<file path="src/rtl/alu_cond_stage.sv">
// alu_cond_stage: condition-evaluation stage behind the 32-bit ALU.
// Each accepted op has its condition code tested against the NZCV status
// register. A failing op is squashed. A passing op updates the status
// register if its S bit is set, and its result is queued in a 2-entry skid
// buffer that feeds register-file writeback.
//
// Optional feature: define ALU_SQUASH_CNT_EN to add the saturating 16-bit
// squash_cnt output, which counts squashed ops.
//
// Ports:
//   clk, rst_n              clock, async active-low reset
//   in_valid/in_ready       upstream handshake (in_ready is registered)
//   in_result, in_flags     ALU result and flags {C,Z,N,V} (bit3..bit0)
//   in_cond, in_set_flags   condition code and S bit
//   in_rd                   destination register index
//   out_valid/out_ready     writeback handshake
//   out_result, out_rd      head buffer entry
//   status_q                architectural status register, same order as in_flags
//   squash_cnt              squashed-op counter (ALU_SQUASH_CNT_EN only)
module alu_cond_stage #(
   parameter int unsigned DATA_W = 32,
   parameter int unsigned RD_W   = 4
) (
   input  logic              clk,
   input  logic              rst_n,
   input  logic              in_valid,
   output logic              in_ready,
   input  logic [DATA_W-1:0] in_result,
   input  logic [3:0]        in_flags,
   input  logic [3:0]        in_cond,
   input  logic              in_set_flags,
   input  logic [RD_W-1:0]   in_rd,
   output logic              out_valid,
   input  logic              out_ready,
   output logic [DATA_W-1:0] out_result,
   output logic [RD_W-1:0]   out_rd,
   output logic [3:0]        status_q
`ifdef ALU_SQUASH_CNT_EN
   ,
   output logic [15:0]       squash_cnt
`endif
);

   typedef enum logic [1:0] {
      EMPTY = 2'd0,
      ONE   = 2'd1,
      FULL  = 2'd2
   } occ_e;

   occ_e state_q, state_d;

   logic              accept;
   logic              cond_pass;
   logic              push;
   logic              pop;
   logic              head_load;
   logic              head_from_slot;
   logic              slot_load;
   logic [DATA_W-1:0] slot_result;
   logic [RD_W-1:0]   slot_rd;

   // Status bit aliases.
   logic flag_v, flag_n, flag_z, flag_c;
   assign flag_v = status_q[0];
   assign flag_n = status_q[1];
   assign flag_z = status_q[2];
   assign flag_c = status_q[3];

   // Condition evaluation against the status register before this op's update.
   always_comb begin
      cond_pass = 1'b0;
      case (in_cond)
         4'd0:    cond_pass = flag_z;
         4'd1:    cond_pass = !flag_z;
         4'd2:    cond_pass = flag_c;
         4'd3:    cond_pass = !flag_c;
         4'd4:    cond_pass = flag_n;
         4'd5:    cond_pass = !flag_n;
         4'd6:    cond_pass = flag_v;
         4'd7:    cond_pass = !flag_v;
         4'd8:    cond_pass = flag_c && !flag_z;
         4'd9:    cond_pass = !flag_c || flag_z;
         4'd10:   cond_pass = (flag_n == flag_v);
         4'd11:   cond_pass = (flag_n != flag_v);
         4'd12:   cond_pass = !flag_z && (flag_n == flag_v);
         4'd13:   cond_pass = flag_z || (flag_n != flag_v);
         4'd14:   cond_pass = 1'b1;
         default: cond_pass = 1'b0;
      endcase
   end

   assign accept = in_valid && in_ready;
   assign push   = accept && cond_pass;
   assign pop    = out_valid && out_ready;

   // Occupancy state register.
   always_ff @(posedge clk or negedge rst_n) begin
      if (!rst_n) state_q <= EMPTY;
      else        state_q <= state_d;
   end

   // Next occupancy and buffer load controls.
   always_comb begin
      state_d        = state_q;
      head_load      = 1'b0;
      head_from_slot = 1'b0;
      slot_load      = 1'b0;
      case (state_q)
         EMPTY: begin
            if (push) begin
               state_d   = ONE;
               head_load = 1'b1;
            end
         end
         ONE: begin
            if (push && !pop) begin
               state_d   = FULL;
               slot_load = 1'b1;
            end else if (push && pop) begin
               head_load = 1'b1;
            end else if (pop) begin
               state_d = EMPTY;
            end
         end
         FULL: begin
            // in_ready is low here, so no push can coincide with the pop.
            if (pop) begin
               state_d        = ONE;
               head_load      = 1'b1;
               head_from_slot = 1'b1;
            end
         end
         default: state_d = EMPTY;
      endcase
   end

   // Handshake outputs registered from the next occupancy.
   always_ff @(posedge clk or negedge rst_n) begin
      if (!rst_n) begin
         out_valid <= 1'b0;
         in_ready  <= 1'b1;
      end else begin
         out_valid <= (state_d != EMPTY);
         in_ready  <= (state_d != FULL);
      end
   end

   // Head entry drives the outputs directly and holds when the buffer is empty.
   always_ff @(posedge clk or negedge rst_n) begin
      if (!rst_n) begin
         out_result <= '0;
         out_rd     <= '0;
      end else if (head_load) begin
         out_result <= head_from_slot ? slot_result : in_result;
         out_rd     <= head_from_slot ? slot_rd     : in_rd;
      end
   end

   // Second entry, used only while FULL.
   always_ff @(posedge clk or negedge rst_n) begin
      if (!rst_n) begin
         slot_result <= '0;
         slot_rd     <= '0;
      end else if (slot_load) begin
         slot_result <= in_result;
         slot_rd     <= in_rd;
      end
   end

   // Status register: written only by passing flag-setting ops.
   always_ff @(posedge clk or negedge rst_n) begin
      if (!rst_n)                     status_q <= 4'h0;
      else if (push && in_set_flags)  status_q <= in_flags;
   end

`ifdef ALU_SQUASH_CNT_EN
   // Saturating count of squashed ops.
   always_ff @(posedge clk or negedge rst_n) begin
      if (!rst_n)
         squash_cnt <= 16'h0000;
      else if (accept && !cond_pass && (squash_cnt != 16'hFFFF))
         squash_cnt <= squash_cnt + 16'(1);
   end
`endif

endmodule

</file>
<file path="config.mk">
export PLATFORM = sky130hd
export DESIGN_NAME = alu_cond_stage
export DESIGN_NICKNAME = d
export VERILOG_FILES = /design/src/rtl/alu_cond_stage.sv
export SDC_FILE = /design/constraint.sdc
export NUM_CORES = 1
export LEC_CHECK = 0
export BUFFER_PORTS_ARGS = -buffer_cell sky130_fd_sc_hd__buf_2
export CAP_MARGIN = 20
export CORE_MARGIN = 3
export CORE_UTILIZATION = 53
export DETAILED_ROUTE_END_ITERATION = 10
export HOLD_SLACK_MARGIN = 0.02
export PLACE_DENSITY = 0.79
export SETUP_SLACK_MARGIN = 0.2
export SYNTH_ARGS = -nofsm -noshare
export SYNTH_HDL_FRONTEND = slang
export SYNTH_SLANG_ARGS = --single-unit
</file>
<file path="constraint.sdc">
create_clock -name clk -period 2.6 [get_ports clk]
set_input_delay 0 -clock clk [delete_from_list [all_inputs] [get_ports clk]]
set_output_delay 0 -clock clk [all_outputs]
set_load 0.01 [all_outputs]
</file>
Yosys cells after proc, flatten, opt, wreduce, memory -nomap -nowiden
Cells that the tools add are included.

Output and inout port bits: 42. Latch bits: 0. Register bits after elaboration: 80. Bits in read-only memories: 0. Memory bits (writable): 0. Memories: 0.

Shifts and indexed selects: 0. $add $sub $neg: 0. Reductions and logical operators: 18. Muxes and demuxes: 17. Equality and inequality tests: 19. Bitwise logic cells: 0. $lt $le $gt $ge: 0. Multiply operators: 0. Div/mod/pow operators: 0.

Operator list (count): 32-bit two-way mux (1); 4-bit == test (second input constant) (7); 4-bit by 3-bit == test with 1-bit output (second input constant) (4); 1-bit one-hot mux with 15 select lines (1); 2-bit two-way mux (5); 4-bit by 2-bit == test with 1-bit output (second input constant) (2); 1-bit logical AND (8); 1-bit two-way mux (7); 2-bit one-hot mux with 3 select lines (1); 1-bit zero test (5); 4-bit by 1-bit == test with 1-bit output (second input constant) (1); 4-bit zero test (1); 4-bit two-way mux (1); 1-bit one-hot mux with 3 select lines (1); 2-bit by 1-bit == test with 1-bit output (second input constant) (1); 2-bit == test (second input constant) (1); 2-bit zero test (1); 1-bit logical OR (2); 2-bit != test (second input constant) (1); 2-bit nonzero test (1); 1-bit == test (1); 1-bit != test (1).

Longest topological paths before layout
Gate-level depths: netlist (run 1).

Depth after elaboration: 9. Gate-level depth with buffers: 9.

Worst setup path before layout (run 1)
OpenSTA, ideal clock, no wires.

Path type: register -> register. Start: reg status_q[1]. End: reg slot_rd[0]. Library setup time: 0.125 ns. Required time: 2.475 ns. Arrival time: 2.236 ns. Clock period less this slack: 2.361 ns. Cell stages (with the launch flop): 9. Path slack: 0.239 ns. Path buffers: 2. Cell sequence: dfrtp_1 or4b_1 a311oi_2 a2111oi_2 o221ai_4 nand3b_2 buf_6 buf_12 mux2_4.

Longest elaborated chain between the ends: 7. Elaborated cells between the ends (all ways): 10.

RTL lines: start, declared (line 37) `output logic [3:0] status_q`; start signal, assigned (line 173) `else if (push && in_set_flags) status_q <= in_flags;`; 1-bit != test or 1-bit == test (tied branches); 1-bit logical OR or 1-bit logical AND (tied branches) (line 86, 85); 1-bit one-hot mux with 15 select lines * (line 72) `case (in_cond)`; 1-bit logical AND * (line 93) `assign push = accept && cond_pass;`; 1-bit logical AND * (line 116) `if (push && !pop) begin`; 1-bit two-way mux * (line 116); 1-bit two-way mux * (line 108) `case (state_q)`; end signal, assigned (line 166) `slot_rd <= in_rd;`; end, declared (line 60) `logic [RD_W-1:0] slot_rd;`.

Mark *: on every way between the ends. The rest lies on a longest branch, timed or not. A chain may end at the register's enable or synchronous reset.

Final worst setup path (run 1)
Start: reg status_q[1]. End: reg out_result[27].

Longest elaborated chain between the ends: 8. Elaborated cells between the ends (all ways): 13.

RTL lines: 1-bit != test or 1-bit == test (tied branches); 1-bit logical OR or 1-bit logical AND (tied branches) (line 86, 85); 1-bit one-hot mux with 15 select lines * (line 72); 1-bit logical AND * (line 93); 1-bit logical AND (line 119) `end else if (push && pop) begin`; 1-bit two-way mux (line 119); 1-bit two-way mux (line 116); 1-bit one-hot mux with 3 select lines * (line 108); end signal, assigned (line 154) `out_result <= head_from_slot ? slot_result : in_result;`; end, declared (line 35) `output logic [DATA_W-1:0] out_result,`.

Marked as above.

==> flow_metrics.tcl, run 1 <==
set metrics [dict create \
    worstSetupPathDepth 9 \
    avgSynthCellArea_sq_um 14.40 \
    slowest_stage "or4b_4" \
    dp_cells 429 \
    fillers 406 \
    syn_area_sq_um 3700 \
    finalSetupTns_ns 0 \
    n_antenna_cell 0 \
    cts_buffer_depth 2 \
    path_buf_inv 3 \
    cp.required_ns 2.82 \
    start_util_pct 56.33 \
    cts-buffers-inserted 9 \
    post-route-util_pct 77.52 \
    ys_ff_latch 80 \
    r2r_cells 9 \
    crit_chain "or4b_4 -> a311oi_4 -> a2111oi_4 -> o221ai_4 -> buf_4 -> buf_6 -> a21oi_4 -> buf_12 -> a221o_1" \
    clk_pin_slew_ns 0.09 \
    drv_slew 0 \
    irDropWorstVdd_mv 0.6272 \
    syn_inst 257 \
    antenna_found_initial 0 \
    max_stage_delay_ns 0.53 \
    syn-num-nets 306 \
    core_sq_um 6568 \
    drc 0 \
    die-area_sq_um 8019 \
    drtAntennaViolNets 0 \
    h-tree-depth 3 \
    worstMarginPinSlew_ns 0.9656 \
    synth_top_family_by_area "multiplexers" \
    viasPerCell 5.386 \
    io-pin-count 91 \
    cp-start-kind "flip-flop" \
    clock.fmax_mhz 407.5 \
    synth_fa_ha_area_share_pct 0 \
    fin_worst_skew_ns 0.007714 \
    maxSlewHeadroom_pct 35.62 \
    r2r_start "status_q[1]" \
    min_period_ns 2.454 \
    setup_violations 0 \
    crit_start "status_q[1]" \
    layout.nets 451 \
    hold_viol_final 0 \
    firstDrtPassIters 4 \
    multi_input_area_sq_um 1613 \
    drt-total-wl_um 8820 \
    crit_end "out_result[27]" \
    rrSetupSlack_ns 0.15 \
    final_cells 500 \
    cts_tree "done" \
    chipWidth_um 89.55 \
    end_kind "flip-flop" \
    cp_top_family "compound AO/OA/AOI/OAI gates" \
    wl_per_cell_um 17.64 \
    drv_cap 0 \
    status "finished, final reports clean" \
    arrival_ns 2.67 \
    synth-compound-area-share_pct 13.26 \
    dpl.hpwl_um 4852 \
    cellLeakagePower_nw 2.500 \
    grt_pass1_vias 2789 \
    r2r_end "out_result[27]" \
    synthToLayoutAreaGrowth_pct 37.61 \
    grt_pass1_wl_um 13980 \
    num_vias 2693 \
    io_buffers 90 \
    grt_usage_pct 23.18 \
    root_buffer "clkbuf_8" \
    first_iter_violations 114 \
    clkLatencyLatePin_ns 0.34 \
    rsz0062_at_grt "true" \
    seq_area_frac_synth_pct 54.14 \
    dp_slack_ns -0.07254 \
    synthMuxAreaShare_pct 16.33 \
    synthSimpleGateAreaFrac_pct 11.09 \
    criticalPathCategory "flip-flop to flip-flop" \
    rows 29 \
    grt_max_degree 81 \
    drive_above_1_share_pct 44.96 \
    powerDensity_nw_per_um2 1119 \
    clock_sinks 80 \
    synth_xor_area_share_pct 0.2367 \
    grt.overflow.total 0 \
    worstPathMaxFanout 13 \
    gp_congestion 0.7975 \
    finalWorstSetupSlack_ns 0.1460 \
    ys.warnings.count 0 \
    post-route-period-util_pct 94.38 \
    hold_class "input pin to flip-flop" \
    die_h_um 89.55 \
    synth_cell_types 42 \
    regArea_sq_um 2004 \
]
placed cells by master, fill, tap and decap left out, drive strengths merged, types with 3 or more instances in the layout:
| master | synthesis | layout |
|---|---|---|
| a21oi | 2 | 3 |
| a221o | 37 | 37 |
| and2 | 40 | 40 |
| buf | 12 | 109 |
| clkbuf | 6 | 10 |
| dfrtp | 79 | 79 |
| dlygate4sd3 | 0 | 42 |
| mux2 | 41 | 41 |
| mux2i | 3 | 3 |
| nand2 | 5 | 5 |
| nor2b | 3 | 3 |
timing repair:
item | CTS | global route
buffers inserted | 7 | 2
pin swaps | 2 | 9
gates cloned | 3 | 1
endpoints found under the hold margin | 157 | 0
endpoints found under the setup margin | 72 | 73
resized for setup | 15 | 8
hold buffers | 42 | 0
cells in the mapped netlist:
library cell / instances / share of area [%]
xnor2_1: 1 / 0.24
o21ai_1: 1 / 0.14
and3b_2: 1 / 0.27
clkbuf_1: 4 / 0.41
nor4b_1: 1 / 0.24
dfrtp_1: 79 / 53
buf_2: 4 / 0.54
a221o_2: 1 / 0.30
mux2_2: 11 / 3.3
nand4b_1: 1 / 0.24
o21a_1: 2 / 0.41
buf_12: 3 / 1.6
a2111oi_2: 1 / 0.41
and4b_1: 1 / 0.27
a311oi_2: 1 / 0.41
nor2_1: 2 / 0.20
o32ai_1: 1 / 0.24
or4b_1: 1 / 0.27
nand3b_2: 1 / 0.30
clkbuf_8: 2 / 0.74
nand4_1: 1 / 0.17
nand3b_1: 1 / 0.20
buf_6: 5 / 1.5
nand3_1: 1 / 0.14
mux2_4: 30 / 12
mux2i_1: 3 / 0.81
o221ai_4: 1 / 0.71
a221o_1: 36 / 9.7
dfstp_2: 1 / 0.71
nor2b_1: 3 / 0.51
a211oi_1: 2 / 0.41
nor3b_1: 1 / 0.20
nand2_1: 5 / 0.51
o21ai_0: 1 / 0.14
nor4bb_1: 1 / 0.27
nor3_1: 1 / 0.14
inv_1: 1 / 0.10
and2_1: 40 / 6.8
or2b_2: 1 / 0.24
a21oi_1: 1 / 0.14
a21oi_2: 1 / 0.24
nand2b_1: 1 / 0.17
kinds of logic after synthesis:
family | Yosys count
xor+xnor | 1
buf+inv | 19
mux | 44
simple gates | 64
compound gates | 49
flops | 80
per-layer routing:
layer / track usage, % / part of all wire, % / up-vias / wire, um
met3: 4.516 / 5.1 / 16 / 453
met2: 36.17 / 47 / 91 / 4103
met5: 0 / 0 / - / 0
li1: - / - / 1254 / -
met4: 10.15 / 2.1 / 0 / 189
met1: 31.48 / 46 / 1332 / 4073
registers in the layout, indices dropped and copies added (netlist names):
name         cells
out_result      32
slot_result     32
out_rd           4
slot_rd          4
status_q         4
state_q          2
in_ready         1
out_valid        1
report_power, final:
part           internal [mW]  switching (mW)  leakage [nW]
logic                   1.43            1.03          1.41
registers               1.86           0.363         0.977
clock network          0.548           0.463         0.108
worst register-to-register path, delay by kind of cell, from the launching register on:
kind / cells / cell delay [ns]
buffers and inverters: 3 / 0.44
flip-flops: 1 / 0.39
AO/OA/AOI/OAI: 5 / 0.98
AND/OR/NAND/NOR: 1 / 0.53
cell type report:
class                      count  share of cell area (%)
sequential                    80                   39.37
multi-input combinational    159                   31.68
timing repair buffer         151                   22.27
clock buffer                  10                   2.507
tap                           93                   2.286
clock inverter                 6                   1.819
inverter                       1                 0.07373
worst min path at each step:
stage	to	startpoint	slack (ns)	cells after the start
after detailed placement	slot_result[28]	rst_n	0.22	1
after global routing	status_q[2]	in_set_flags	0.15	3
after CTS	status_q[0]	in_set_flags	0.11	3
after global placement	slot_result[28]	rst_n	0.22	1
after floorplan	out_rd[0]	rst_n	-0.30	0
final	status_q[0]	in_set_flags	0.14	3
through the flow:
step	power (mW)	hold WS, ns	cell area [sq um]
4_1_cts	5.597	0.1145	5014
3_3_place_gp	4.185	0.2174	4178
5_1_grt	6.038	0.1538	5091
3_5_place_dp	4.271	0.2202	4178
6_report	5.699	0.1377	5091
2_1_floorplan	3.632	-0.2956	3700
Power figures use the tool's default switching activity.
==> inputs of run 2 (changes only) <==
- ABC_AREA: unset -> 1
- SKIP_LAST_GASP: unset -> 1
==> run 2 against run 1 <==
Synthesized cell count grew 69%. Fmax grew 14%. Largest cell class unchanged. Critical endpoint is now out_valid. Cell area shrank 2.8%. Register-to-register slack gained 0.31 ns. Global-route usage shrank 1.7 points. Setup slack gained 0.31 ns.
==> flow_metrics.tcl, run 2 <==
set metrics [dict create \
    syn_area_sq_um 3811 \
    clk_pin_slew_ns 0.08 \
    cp-start-kind "flip-flop" \
    grt.overflow.total 0 \
    powerDensity_nw_per_um2 975.7 \
    final_cells 660 \
    syn_inst 434 \
    io-pin-count 91 \
    rows 30 \
    drtAntennaViolNets 0 \
    viasPerCell 4.909 \
    die-area_sq_um 8245 \
    cellLeakagePower_nw 2.690 \
    layout.nets 608 \
    synth_most_common_cell "nand2_1" \
    ys_ff_latch 80 \
    cts_tree "done" \
    arrival_ns 2.37 \
    r2r_end "out_valid" \
    criticalPathCategory "flip-flop to flip-flop" \
    gp_congestion 0.8125 \
    n_antenna_cell 0 \
    grt_max_degree 81 \
    synth_top_area_share_pct 51.87 \
    clock.fmax_mhz 465.6 \
    num_vias 3240 \
    cts_buffer_depth 2 \
    hold_class "input pin to flip-flop" \
    synth_edf_count 0 \
    whs_ns 0.09231 \
    dp_cells 602 \
    worstMarginPinSlew_ns 0.9772 \
    min_period_ns 2.148 \
    yosysTopAreaCell "dfrtp_1" \
    synth_area_leaders "dfrtp_1 (52%), nand2_1 (14%), mux2_2 (7.7%), nand3_1 (5.9%), inv_1 (4.9%)" \
    drv_slew 0 \
    finalSetupTns_ns 0 \
    core_sq_um 6869 \
    clock_sinks 80 \
    clkLatencyLatePin_ns 0.35 \
    root_buffer "clkbuf_8" \
    status "finished, final reports clean" \
    async_flop_share_pct 100.0 \
    crit_end "out_valid" \
    final_common_cell "nand2_1" \
    antenna_found_initial 0 \
    fin_worst_skew_ns 0.009353 \
    irDropWorstVdd_mv 0.5394 \
    synthTopCellsByCount "nand2_1 (140), dfrtp_1 (79), inv_1 (50), nand3_1 (45), o21ai_0 (37)" \
    maxSlewHeadroom_pct 34.85 \
    ys.warnings.count 0 \
    worstPathMaxFanout 37 \
    drt-total-wl_um 8535 \
    grt_pass1_wl_um 14530 \
    first_iter_violations 170 \
    mostFrequentLayoutCells "nand2_1 (140), buf_2 (89), dfrtp_1 (79), inv_1 (50), nand3_1 (45)" \
    finalWorstSetupSlack_ns 0.4521 \
    end_kind "flip-flop" \
    crit_start "status_q[0]" \
    cp.required_ns 2.83 \
    placed_cell_area_sq_um 4299 \
    drive_above_1_share_pct 25.18 \
    rrSetupSlack_ns 0.45 \
    start_util_pct 55.48 \
    grt_usage_pct 21.51 \
    top_regs "out_result: 32 flops, slot_result: 32 flops" \
    hold_path_depth 5 \
    io_buffers 90 \
    synthToLayoutAreaGrowth_pct 29.84 \
    synthFlopType "dfrtp_1" \
    dp_slack_ns 0.3963 \
    drv_cap 0 \
    firstDrtPassIters 4 \
    setup_violations 0 \
    grt_pass1_vias 3179 \
    dpl.hpwl_um 5310 \
    post-route-period-util_pct 82.61 \
    cts-buffers-inserted 9 \
    hold_viol_final 0 \
    r2r_start "status_q[0]" \
    synth_cell_types 22 \
    chipWidth_um 90.80 \
    rsz0062_at_grt "false" \
    wl_per_cell_um 12.93 \
    drc 0 \
    seq_area_frac_synth_pct 52.56 \
    die_h_um 90.80 \
    avgSynthCellArea_sq_um 8.781 \
    stdcell_area_sq_um 4949 \
    syn-num-nets 483 \
    r2r_cells 13 \
    h-tree-depth 3 \
]
==> run 2: cell count changes in the layout (fill, tap and decap cells not counted), moves of 7 or more <==
cell,previous run,this run
nand2_1,5,140
inv_1,1,50
nand3_1,1,45
and2_1,39,0
a221o_1,36,0
o21ai_0,1,37
mux2_4,30,0
mux2_2,11,26
mux2_1,0,10
nor2_1,2,10
buf_4,9,2
==> run 2: cells by family (layout without fill, tap and decap cells) <==
kind of cell	count (synthesis)	after routing	synth area share, %
buffers and inverters	72	202	8.273
flip-flops	80	80	52.56
AO/OA/AOI/OAI	44	44	5.778
multiplexers	36	36	10.64
AND/OR/NAND/NOR	202	202	22.75
==> run 2: how the worst min path moves through the flow <==
stage	start	endpoint	slack, ns
floorplan	rst_n	out_rd[0]	-0.30
global placement	in_flags[2]	status_q[2]	0.22
detailed placement	in_flags[2]	status_q[2]	0.21
CTS	in_set_flags	status_q[2]	0.07
global route	in_set_flags	status_q[3]	0.13
finish	in_set_flags	status_q[2]	0.09
==> run 2: area by class of cell <==
type | instances | area, sq um
clock inverter | 6 | 82.58
fill | 509 | 1921
clock buffer | 10 | 137.6
timing repair buffer | 134 | 900.9
tap | 96 | 120.1
multi-input combinational | 282 | 1509
inverter | 52 | 195.2
sequential | 80 | 2003
==> run 2: what timing repair did <==
item                                    4_1_cts  5_1_grt
hold endpoints to repair                    154        0
hold buffers                                 42        0
gates resized for setup                       0        1
endpoints found under the setup margin        0       37
buffers inserted                              0        0
==> run 2: critical path, cell delays in order (launching register included) <==
cell     delay (ns)
dfrtp_1        0.39
inv_1          0.08
nand2_1        0.08
nand2_1        0.07
nand2_1        0.08
nand2_1        0.06
nand2_1        0.06
nand2_1        0.05
nor2_2         0.13
nand2_4        0.09
nand3_4        0.35
nand2_8        0.27
nor2_1         0.20
nand2_1        0.07
==> run 2: per-layer routing <==
layer / wire length (um) / GRT usage (%) / part of all wire (%)
met5: 0 / 0 / 0
met4: 97 / 6.533 / 1.1
met3: 432 / 4.750 / 5.1
met2: 4241 / 35.27 / 50
met1: 3763 / 28.70 / 44
==> run 2: metrics by stage <==
step,util [%],total power [mW]
global route,72.04,5.206
finish,72.04,4.828
detailed placement,62.59,3.785
floorplan,-,3.203
global placement,62.59,3.696
CTS,71.91,4.853
==> run 2: where the power goes <==
group | total, mW | internal, mW | leakage (nW) | switching (mW)
Clock | 1.00 | 0.562 | 0.112 | 0.439
Sequential | 2.14 | 1.82 | 1.00 | 0.322
Combinational | 1.68 | 0.691 | 1.58 | 0.993
==> inputs of run 3 (changes only) <==
- CORE_UTILIZATION: 53 -> 48
- PLACE_DENSITY: 0.79 -> 0.76
- clock period: 2.6 -> 1.9 ns (I/O delays scaled with it)
==> run 3 against run 2 <==
Sequential share of layout area down 3.6 points. First-iteration DRC count increased by 11%. Cell area increased by 9.7%. Non-clock buffer count is 16 higher. Sequential power increased by 38%. Fmax increased by 22%. Wire length grew 21%. Die area is 9.7% higher. Largest cell class unchanged.
==> flow_metrics.tcl, run 3 (same netlist as run 2, synthesis figures left out) <==
set metrics [dict create \
    crit_chain "inv_2 -> nand2_2 -> nand2_2 -> nand2_2 -> nand2_2 -> nand2_1 -> nand2_1 -> nor2_2 -> nand2_4 -> nand3_4 -> buf_12 -> nand2_8 -> nand2_1 -> nand2_1" \
    arrival_ns 2.02 \
    drv_slew 0 \
    hold_class "input pin to flip-flop" \
    firstDrtPassIters 4 \
    hold_viol_final 0 \
    drv_cap 0 \
    final_common_cell "nand2_1" \
    fin_worst_skew_ns 0.01095 \
    mostFrequentLayoutCells "nand2_1 (121), buf_2 (89), dfrtp_1 (79), inv_1 (48), dlygate4sd3_1 (41)" \
    antenna_found_initial 0 \
    core_sq_um 7486 \
    min_period_ns 1.764 \
    clock_sinks 80 \
    clk_pin_slew_ns 0.09 \
    viasPerCell 5.202 \
    powerDensity_nw_per_um2 1367 \
    post-route-period-util_pct 92.87 \
    post-route-util_pct 72.54 \
    layout.nets 629 \
    hold_path_startpoint "out_ready" \
    cp-start-kind "flip-flop" \
    finalSetupTns_ns 0 \
    grt.overflow.total 0 \
    root_buffer "clkbuf_8" \
    rows 31 \
    grt_usage_pct 20.32 \
    grt_pass1_wl_um 14410 \
    start_util_pct 50.91 \
    io_buffers 90 \
    fillers 556 \
    h-tree-depth 3 \
    dpl.hpwl_um 5710 \
    grt_pass1_vias 3266 \
    num_vias 3558 \
    wl_per_cell_um 15.07 \
    rrSetupSlack_ns 0.14 \
    slowest_stage "dfrtp_1" \
    chipWidth_um 95.11 \
    power_mw 7.426 \
    first_iter_violations 189 \
    end_kind "flip-flop" \
    cellLeakagePower_nw 2.921 \
    irDropWorstVdd_mv 0.7233 \
    cts_buffer_depth 2 \
    drive_above_1_share_pct 32.99 \
    clkLatencyLatePin_ns 0.36 \
    worstMarginPinSlew_ns 0.5251 \
    maxSlewHeadroom_pct 64.99 \
    grt_max_degree 45 \
    setup_violations 0 \
    io-pin-count 91 \
    r2r_start "status_q[0]" \
    drc 0 \
    die_h_um 95.11 \
    regArea_sq_um 2003 \
    cp.required_ns 2.15 \
    drt-total-wl_um 10310 \
    top_regs "out_result: 32 flops, slot_result: 32 flops" \
    cts_tree "done" \
    max_stage_delay_ns 0.41 \
    die-area_sq_um 9045 \
    drtAntennaViolNets 0 \
    status "finished, final reports clean" \
    synthToLayoutAreaGrowth_pct 42.48 \
    crit_start "status_q[0]" \
    worstPathMaxFanout 9 \
    cts-buffers-inserted 9 \
    rsz0062_at_grt "true" \
    n_antenna_cell 0 \
    gp_congestion 0.7871 \
    clock.fmax_mhz 566.7 \
    criticalPathCategory "flip-flop to flip-flop" \
    multi_input_area_sq_um 1688 \
]
==> run 3: cell count changes in the layout (fill, tap and decap cells not counted), moves of 5 or more <==
cell,change
nand2_1,-19
nand2_2,+18
buf_12,+5
nand3_1,-5
nand3_2,+5
==> run 3: power breakdown <==
group | leakage (nW) | internal (mW) | switching (mW)
Sequential | 1.00 | 2.49 | 0.461
Combinational | 1.79 | 1.28 | 1.64
Clock | 0.127 | 0.915 | 0.637
Total | 2.92 | 4.69 | 2.74
==> run 3: worst paths after layout <==
path,end,cells past startpoint
min in group asynchronous,slot_result[20],2
max reg2reg,out_result[21],14
min,state_q[1],4
max,out_result[21],14
max in group asynchronous,in_ready,3
min reg2reg,slot_result[17],2
==> run 3: final cells by class <==
class | instances | area share [%]
clock buffer | 10 | 2.535
clock inverter | 6 | 2.143
inverter | 52 | 3.594
multi-input combinational | 287 | 31.08
sequential | 80 | 36.89
tap | 99 | 2.281
timing repair buffer | 150 | 21.47
==> run 3: through the flow <==
stage,worst slack [ns],std cells,hold WS [ns],area [sq um]
final,0.1355,684,0.05544,5430
after global routing,0.02725,684,0.08868,5430
after global placement,0.1772,610,-0.004467,4365
after CTS,0.1662,667,0.03970,5044
after detailed placement,0.04759,610,-0.002965,4365
after floorplan,0.3259,434,-0.2956,3811
==> run 3: worst max-delay path, delay by kind of cell (launching register included) <==
family	cells	cell delay, ns
DFF	1	0.41
buffers and inverters	2	0.25
and+or+nand+nor	12	1.01
==> run 3: routing by layer <==
metal  routed length (um)  up-vias  part of all wire [%]  track usage [%]
met5                    0        -                     0                0
met4                  163        0                   1.6            8.413
met3                  580       18                   5.6            4.657
met2                 5192      129                    50            35.28
met1                 4370     1723                    42            24.18
li1                     -     1688                     -                -
==> run 3: what timing repair did <==
action                     in CTS  in global routing
buffers inserted                0                  6
setup endpoints to repair      42                 78
resized for setup               3                 42
hold buffers                   41                  0
gates cloned                    0                 11
hold endpoints to repair      112                  0
pin swaps                       0                 13
